==> src/rtl/operadores_seq_if.sv <==
// Handshake/data bundle for operadores_seq.
// The master side drives operands and the consumer ready. The slave side (the
// operator block) drives in_ready, out_valid and the three results.
interface operadores_seq_if #(
    parameter int W   = 6,
    parameter int REP = 3
);
    localparam int SW = ($clog2(W) < 1) ? 1 : $clog2(W);

    logic             in_valid;
    logic             in_ready;
    logic [W-1:0]     dataa;
    logic [W-1:0]     datab;
    logic [1:0]       mode;
    logic [SW-1:0]    shamt;
    logic             out_valid;
    logic             out_ready;
    logic [W-1:0]     out1;
    logic [REP*W-1:0] out2;
    logic [W-1:0]     out3;

    modport master (
        output in_valid, dataa, datab, mode, shamt, out_ready,
        input  in_ready, out_valid, out1, out2, out3
    );

    modport slave (
        input  in_valid, dataa, datab, mode, shamt, out_ready,
        output in_ready, out_valid, out1, out2, out3
    );
endinterface

==> src/rtl/operadores_seq.sv <==
// operadores_seq: sequential concatenation / replication / shift example.
// temp = {dataa[H-1:0], datab[H-1:0]}; out1 = temp, out2 = {REP{temp}},
// out3 = temp shifted or rotated by mode/shamt.
// Default build shifts serially, one bit per cycle in the SHIFT state.
// Defining OPERADORES_BARREL_EN replaces that with a combinational barrel
// shifter evaluated in the accept cycle, so the FSM goes IDLE -> HOLD directly.
// Mode: 00 shl logical, 01 shr logical, 10 rotate left, 11 shr arithmetic.
module operadores_seq #(
    parameter int W   = 6,
    parameter int REP = 3
) (
    input  logic clk,
    input  logic reset_n,
    operadores_seq_if.slave bus
);
    localparam int H  = W / 2;
    localparam int SW = ($clog2(W) < 1) ? 1 : $clog2(W);

    typedef enum logic [1:0] {IDLE, SHIFT, HOLD} state_t;

    state_t           state_q;
    state_t           state_d;
    logic             out_valid_q;
    logic [W-1:0]     out1_q;
    logic [REP*W-1:0] out2_q;
    logic [W-1:0]     out3_q;
    logic [W-1:0]     temp;
    logic             accept;
    logic             unused_hi;

`ifndef OPERADORES_BARREL_EN
    logic [1:0]       mode_q;
    logic [SW-1:0]    cnt_q;

    // One serial step of the selected shift/rotate operation.
    function automatic logic [W-1:0] step1(input logic [W-1:0] v, input logic [1:0] m);
        logic [W-1:0] r;
        case (m)
            2'b00:   r = {v[W-2:0], 1'b0};
            2'b01:   r = {1'b0, v[W-1:1]};
            2'b10:   r = {v[W-2:0], v[W-1]};
            default: r = {v[W-1], v[W-1:1]};
        endcase
        return r;
    endfunction
`else
    // Whole shift in one go; amounts >= W behave exactly like repeated steps.
    function automatic logic [W-1:0] barrel(input logic [W-1:0] v, input logic [1:0] m,
                                            input logic [SW-1:0] s);
        logic [W-1:0] r;
        int           amt;
        int           k;
        amt = int'(s);
        k   = amt % W;
        case (m)
            2'b00:   r = (amt >= W) ? '0 : (v << amt);
            2'b01:   r = (amt >= W) ? '0 : (v >> amt);
            2'b10:   r = (k == 0) ? v : ((v << k) | (v >> (W - k)));
            default: r = (amt >= W) ? {W{v[W-1]}} : W'($signed(v) >>> amt);
        endcase
        return r;
    endfunction
`endif

    assign temp          = {bus.dataa[H-1:0], bus.datab[H-1:0]};
    assign accept        = bus.in_valid && (state_q == IDLE);
    assign unused_hi     = ^{bus.dataa[W-1:H], bus.datab[W-1:H]};
    assign bus.in_ready  = (state_q == IDLE);
    assign bus.out_valid = out_valid_q;
    assign bus.out1      = out1_q;
    assign bus.out2      = out2_q;
    assign bus.out3      = out3_q;

    // FSM state register with synchronous active-low reset.
    always_ff @(posedge clk) begin
        if (!reset_n) begin
            state_q <= IDLE;
        end else begin
            state_q <= state_d;
        end
    end

    // Next-state: accept in IDLE, step in SHIFT until the counter empties, wait for the consumer in HOLD.
    always_comb begin
        state_d = state_q;
        case (state_q)
            IDLE: begin
                if (accept) begin
`ifdef OPERADORES_BARREL_EN
                    state_d = HOLD;
`else
                    state_d = (bus.shamt != '0) ? SHIFT : HOLD;
`endif
                end
            end
`ifndef OPERADORES_BARREL_EN
            SHIFT: begin
                if (cnt_q == SW'(1)) begin
                    state_d = HOLD;
                end
            end
`endif
            HOLD: begin
                if (out_valid_q && bus.out_ready) begin
                    state_d = IDLE;
                end
            end
            default: state_d = IDLE;
        endcase
    end

    // Datapath: capture operands on accept, shift out3 in SHIFT, raise out_valid one cycle into HOLD.
    always_ff @(posedge clk) begin
        if (!reset_n) begin
            out_valid_q <= 1'b0;
            out1_q      <= '0;
            out2_q      <= '0;
            out3_q      <= '0;
`ifndef OPERADORES_BARREL_EN
            mode_q      <= '0;
            cnt_q       <= '0;
`endif
        end else begin
            case (state_q)
                IDLE: begin
                    out_valid_q <= 1'b0;
                    if (accept) begin
                        out1_q <= temp;
                        out2_q <= {REP{temp}};
`ifdef OPERADORES_BARREL_EN
                        out3_q <= barrel(temp, bus.mode, bus.shamt);
`else
                        out3_q <= temp;
                        mode_q <= bus.mode;
                        cnt_q  <= bus.shamt;
`endif
                    end
                end
`ifndef OPERADORES_BARREL_EN
                SHIFT: begin
                    out3_q <= step1(out3_q, mode_q);
                    cnt_q  <= cnt_q - SW'(1);
                end
`endif
                HOLD: begin
                    if (out_valid_q && bus.out_ready) begin
                        out_valid_q <= 1'b0;
                    end else begin
                        out_valid_q <= 1'b1;
                    end
                end
                default: out_valid_q <= 1'b0;
            endcase
        end
    end
endmodule
==> src/flat_wrapper.sv <==
// flat-port wrapper written by rule: the top's interface ports become plain ports
module operadores_seq_flat 
#(
    parameter int W   = 6,
    parameter int REP = 3
)
  (clk, reset_n, bus_in_valid, bus_dataa, bus_datab, bus_mode, bus_shamt, bus_out_ready, bus_in_ready, bus_out_valid, bus_out1, bus_out2, bus_out3);
  operadores_seq_if #(.W(W), .REP(REP)) bus_i ();
  input  logic clk;
  input  logic reset_n;
  input wire logic [$bits(bus_i.in_valid)-1:0] bus_in_valid;
  input wire logic [$bits(bus_i.dataa)-1:0] bus_dataa;
  input wire logic [$bits(bus_i.datab)-1:0] bus_datab;
  input wire logic [$bits(bus_i.mode)-1:0] bus_mode;
  input wire logic [$bits(bus_i.shamt)-1:0] bus_shamt;
  input wire logic [$bits(bus_i.out_ready)-1:0] bus_out_ready;
  output wire logic [$bits(bus_i.in_ready)-1:0] bus_in_ready;
  output wire logic [$bits(bus_i.out_valid)-1:0] bus_out_valid;
  output wire logic [$bits(bus_i.out1)-1:0] bus_out1;
  output wire logic [$bits(bus_i.out2)-1:0] bus_out2;
  output wire logic [$bits(bus_i.out3)-1:0] bus_out3;
  assign bus_i.in_valid = bus_in_valid;
  assign bus_i.dataa = bus_dataa;
  assign bus_i.datab = bus_datab;
  assign bus_i.mode = bus_mode;
  assign bus_i.shamt = bus_shamt;
  assign bus_i.out_ready = bus_out_ready;
  assign bus_in_ready = bus_i.in_ready;
  assign bus_out_valid = bus_i.out_valid;
  assign bus_out1 = bus_i.out1;
  assign bus_out2 = bus_i.out2;
  assign bus_out3 = bus_i.out3;
  operadores_seq #(.W(W), .REP(REP)) u_core (.clk(clk), .reset_n(reset_n), .bus(bus_i));
endmodule
==> config.mk <==
export PLATFORM = sky130hd
export DESIGN_NAME = operadores_seq_flat
export DESIGN_NICKNAME = d
export VERILOG_FILES = /design/src/rtl/operadores_seq_if.sv /design/src/rtl/operadores_seq.sv /design/src/flat_wrapper.sv
export SDC_FILE = /design/constraint.sdc
export NUM_CORES = 1
export LEC_CHECK = 0
export ABC_AREA = 1
export BUFFER_PORTS_ARGS = -buffer_cell sky130_fd_sc_hd__buf_2
export CORE_MARGIN = 5
export CORE_UTILIZATION = 49
export CTS_BUF_LIST = sky130_fd_sc_hd__clkbuf_2 sky130_fd_sc_hd__clkbuf_4 sky130_fd_sc_hd__clkbuf_8
export DETAILED_ROUTE_END_ITERATION = 8
export GPL_TIMING_DRIVEN = 0
export PLACE_DENSITY = 0.81
export SYNTH_ARGS = -nofsm -noshare
export SYNTH_HDL_FRONTEND = slang
export SYNTH_SLANG_ARGS = --single-unit
==> constraint.sdc <==
create_clock -name clk -period 1.4 [get_ports clk]
set_clock_uncertainty 0.15 [all_clocks]
set_input_delay 0.14 -clock clk [delete_from_list [all_inputs] [get_ports clk]]
set_output_delay 0.14 -clock clk [all_outputs]
set_load 0.05 [all_outputs]
Word-level counts from Yosys, hierarchy flattened:

Index checks and enable logic that the tools add are counted.

* output and inout bits: 32
* logic and storage cells: 40
* input port bits: 21
* bits in registers: 38

* muxes and demuxes: 12
* add/sub/neg operators: 1
* equality and inequality tests: 9
* reduce and logical (&&, ||, !) cells: 10

Operators with widths (number)
* 6-bit one-hot mux with 3 select lines: 1
* 6-bit one-hot mux with 2 select lines: 1
* 2-bit 2-to-1 mux: 4
* 6-bit 2-to-1 mux: 1
* 2-bit by 1-bit inequality test with 1-bit output (second input constant): 3
* 2-bit one-hot mux with 3 select lines: 1
* 3-bit one-hot mux with 2 select lines: 1
* 3-bit AND reduction: 2
* 2-bit by 1-bit equality test with 1-bit output (second input constant): 2
* 2-bit equality test (second input constant): 2
* 2-bit zero test: 2
* 4-bit by 1-bit inequality test with 1-bit output (second input constant): 1
* 2-bit AND reduction: 2
* 3-bit by 1-bit equality test with 1-bit output (second input constant): 1
* 3-bit 2-to-1 mux: 1
* 3-bit nonzero test: 1
* 3-bit by 1-bit subtractor with 3-bit output (second input constant): 1
* 1-bit logical AND: 2
* 1-bit one-hot mux with 2 select lines: 1
* 2-bit nonzero test: 1
* 1-bit 2-to-1 mux: 1

Longest topological paths before layout:

* word-level depth: 4
* depth in mapped cells: 8
* depth with buffers taken out: 8

Worst setup path after synthesis:

Ideal clock, no wire load.

* path type: register -> register
* start point: register u_core.state_q[0]
* end point: register u_core.mode_q[0]
* path buffers: 1
* stages on the path, launching flop included: 6
* setup time: 119 ps
* clock period less this slack: 1896 ps
* setup slack: -496 ps
* arrival time: 1626 ps
* required time: 1131 ps
* path through: dfxtp_1 -> nor2_1 -> nand2_2 -> buf_6 -> o21ai_0 -> a21oi_1

* longest elaborated chain between the ends: 3

Ends and longest elaborated chain
* from (decl): RTL line operadores_seq.sv:21 `state_t state_q;`
* from (signal assigned): RTL line operadores_seq.sv:79 `state_q <= state_d;`
* 2-bit zero test (*)
* named net bus_in_ready: RTL line flat_wrapper.sv:17 `output wire logic [$bits(bus_i.in_ready)-1:0] bus_in_ready;`
* 1-bit logical AND: RTL line operadores_seq.sv:66 `assign accept = bus.in_valid && (state_q == IDLE);`
* 2-bit AND reduction (no source line) (*)
* to (signal assigned): RTL line operadores_seq.sv:134 `mode_q <= bus.mode;`
* to (decl): RTL line operadores_seq.sv:32 `logic [1:0] mode_q;`

The timed path passes the listed nets; every way through them passes the cells marked *.
A chain may end at the register's enable or synchronous reset.

==> impl_metrics.env <==
export IMPL_crit_type="reg2out"
export IMPL_reg2reg_from="u_core.mode_q[1]"
export IMPL_pwr_share_comb_pct=50.8
export IMPL_antenna_found_initial=0
export IMPL_synth_seq_area_share_pct=33.0
export IMPL_crit_chain="buf_4 -> buf_2"
export IMPL_fmax_ghz=0.745
export IMPL_syn_avg_cell_area_um2=6.64
export IMPL_ys_ff_latch=20
export IMPL_synth_cell_types=18
export IMPL_power_density_nw_per_um2=1330
export IMPL_path_buf_inv=2
export IMPL_post_cts_setup_buffers=0
export IMPL_holdCritPathClass="in2reg"
export IMPL_reg2reg_to="u_core.bus.out3[0]"
export IMPL_cts_buffer_depth=2
export IMPL_place_ws_ns=-0.0357
export IMPL_drt_first_pass_iters=4
export IMPL_rr_worst_depth=7
export IMPL_grt_max_degree=12
export IMPL_synth_common_cells="nor2_1, nand2_1, dfxtp_1, buf_4, inv_1"
export IMPL_wire_per_inst_um=10.9
export IMPL_syn_to_final_growth_pct=36.6
export IMPL_final_antenna_net_count=0
export IMPL_relSlewSlack_pct=83.2
export IMPL_clk_pin_slew_worst_paths_ns=0.11
export IMPL_detailed_place_hpwl_um=2240
export IMPL_cts_sinks=20
export IMPL_max_cap_viol_count=0
export IMPL_ys_warn_count=0
export IMPL_finalHoldViolations=0
export IMPL_core_um2=2430
export IMPL_route_detailed_drc=0
export IMPL_required_ns=1.11
export IMPL_grt_use_total_pct=17.1
export IMPL_die_w_um=59.8
export IMPL_setup_violations=0
export IMPL_synthDominantCellAreaShare_pct=33.0
export IMPL_grt_pass1_wl_um=4600
export IMPL_seq_power_share_pct=33.8
export IMPL_holdPathStages=3
export IMPL_endpoint_kind="primary output"
export IMPL_timing_critical_path_max_delay_family="flip-flops"
export IMPL_cpPeakStageDelay_ns=0.39
export IMPL_cts_buffers=3
export IMPL_initial_utilization_pct=49.9
export IMPL_switching_share_pct=46.6
export IMPL_die_area_um2=3580
export IMPL_grt_overflow=0
export IMPL_fin_ws_ns=0.0574
export IMPL_drt_iter0_drc=22
export IMPL_n_antenna_cell=0
export IMPL_cp_start_kind="flop"
export IMPL_first_global_vias=1068
export IMPL_drt_total_wl_um=2950
export IMPL_clk_latency_ns=0.30
export IMPL_holdPathEnd="u_core.bus.out2[15]"
export IMPL_worstPathArrival_ns=1.05
export IMPL_htreeDepth=1
export IMPL_place_congestion=0.858
export IMPL_synth_ff_type="dfxtp_1"
export IMPL_ios=53
export IMPL_clkPwrFrac_pct=15.4
export IMPL_synth_area_um2=1210
export IMPL_die_y_um=59.8
export IMPL_final_nets=269
export IMPL_final_max_slew_violation_count=0
export IMPL_layout_drive_gt1_share_pct=39.0
export IMPL_tightest_slew_ns=0.254
export IMPL_path_depth=2
export IMPL_p_int_uw=1180
export IMPL_viasPerCell=4.76
export IMPL_hp_start="bus_dataa[0]"
export IMPL_synth_top_cells_by_area="dfxtp_1, nor2_1, buf_4, nand2_1, o21ai_0"
export IMPL_total_power_uw=2210
export IMPL_synth_edf_count=0
export IMPL_crit_fanout=5
export IMPL_synthArstFlopShare_pct=0
export IMPL_syn_inst=183
export IMPL_status="complete, no violations"
export IMPL_rsz0062_at_grt="yes"
export IMPL_synth_top_area_cell="dfxtp_1"
export IMPL_numPortBuffers=46
export IMPL_switching_power_uw=1030
export IMPL_cts_root_buf="clkbuf_4"
export IMPL_p_leak_uw=0.000878
export IMPL_cts_tree="built"
export IMPL_vias=1291
export IMPL_syn_nets=210
export IMPL_peakVddDrop_mv=1.03
export IMPL_timing_final_crit_share_pct=95.9
export IMPL_period_minus_slack_ns=1.34
export IMPL_yosysMostFrequentCell="nor2_1"
export IMPL_std_cell_rows=18
export IMPL_slowest_stage="dfxtp_2"
export IMPL_r2r_slack_ns=0.09
## cell families (layout without fill, tap and decap cells)
kind of cell / count (synthesis) / count (layout) / synth area share (%)
AOI/OAI and AO/OA: 27 / 27 / 11.1
adders and majority gates: 6 / 6 / 6.18
buffers and inverters: 42 / 100 / 19.9
DFF: 20 / 20 / 33.0
and+or+nand+nor: 88 / 88 / 29.9
## power groups by stage
stage / combinational, uW / clock (uW) / sequential, uW
2_1_floorplan: 688 / 0 / 911
3_3_place_gp: 1060 / 0 / 746
3_5_place_dp: 1070 / 0 / 748
4_1_cts: 1090 / 352 / 737
5_1_grt: 1220 / 381 / 763
6_report: 1120 / 340 / 747
## routing by layer
metal,vias to the layer above,global-route usage [%],wire length [um]
li1,669,-,-
met5,-,0,0
met3,4,2.59,304
met1,557,20.8,1210
met2,61,29.3,1390
met4,0,7.59,49
## through the flow
step,utilization [%],setup TNS [ns],instance area (um^2),std cells,hold slack [ns]
after floorplan,-,0,1220,183,0.128
after global routing,68.2,-0.0151,1660,271,0.0103
after global placement,61.3,-0.0270,1490,259,0.258
after CTS,66.2,0,1610,271,0.00361
final,68.2,0,1660,271,0.00471
after detailed placement,61.3,-0.0357,1490,259,0.264
## tightest hold or removal path: cells and delay by family
| family | cells | cell delay (ns) |
|---|---|---|
| buffers and inverters | 1 | 0.09 |
| AND/OR/NAND/NOR | 1 | 0.09 |
| AO/OA/AOI/OAI | 1 | 0.11 |
## how the worst max path moves through the flow
stage | start | to | slack (ns)
floorplan | u_core.state_q[1] | u_core.mode_q[0] | 0.0009
global placement | u_core.state_q[0] | u_core.bus.out3[4] | -0.03
detailed placement | u_core.state_q[0] | u_core.bus.out3[4] | -0.04
CTS | u_core.bus.out2[16] | bus_out2[4] | 0.01
global route | u_core.mode_q[1] | u_core.bus.out3[4] | -0.01
finish | u_core.bus.out2[14] | bus_out2[8] | 0.06
## final cells by class
cell class | count | area (um^2)
multi-input combinational | 121 | 593
clock buffer | 4 | 36.3
timing repair buffer | 54 | 333
tap | 30 | 37.5
sequential | 20 | 414
inverter | 20 | 75.1
buffer | 22 | 170
fill | 230 | 773
## registers in the layout, summed over array words and instances (netlist names)
name                  cells
u_core.bus.out2           6
u_core.bus.out3           6
u_core.cnt_q              3
u_core.mode_q             2
u_core.state_q            2
u_core.bus.out_valid      1
## cells in the final DEF (no fill, tap or decap), drive strengths merged
| master | netlist | routed |
|---|---|---|
| nand3 | 13 | 13 |
| buf | 21 | 58 |
| dfxtp | 20 | 20 |
| a21oi | 10 | 10 |
| or2 | 1 | 1 |
| dlygate4sd3 | 0 | 8 |
| nand3b | 1 | 1 |
| nor2 | 40 | 40 |
| nand2 | 33 | 33 |
| inv | 20 | 20 |
| o21ai | 17 | 17 |
| clkbuf | 1 | 14 |
| ha | 6 | 6 |
## timing repair
item,4_1_cts,5_1_grt
hold buffers,8,0
setup endpoints to repair,5,30
resized for setup,2,29
hold endpoints to repair,9,0
No activity file was read; power rests on OpenSTA's default activity.
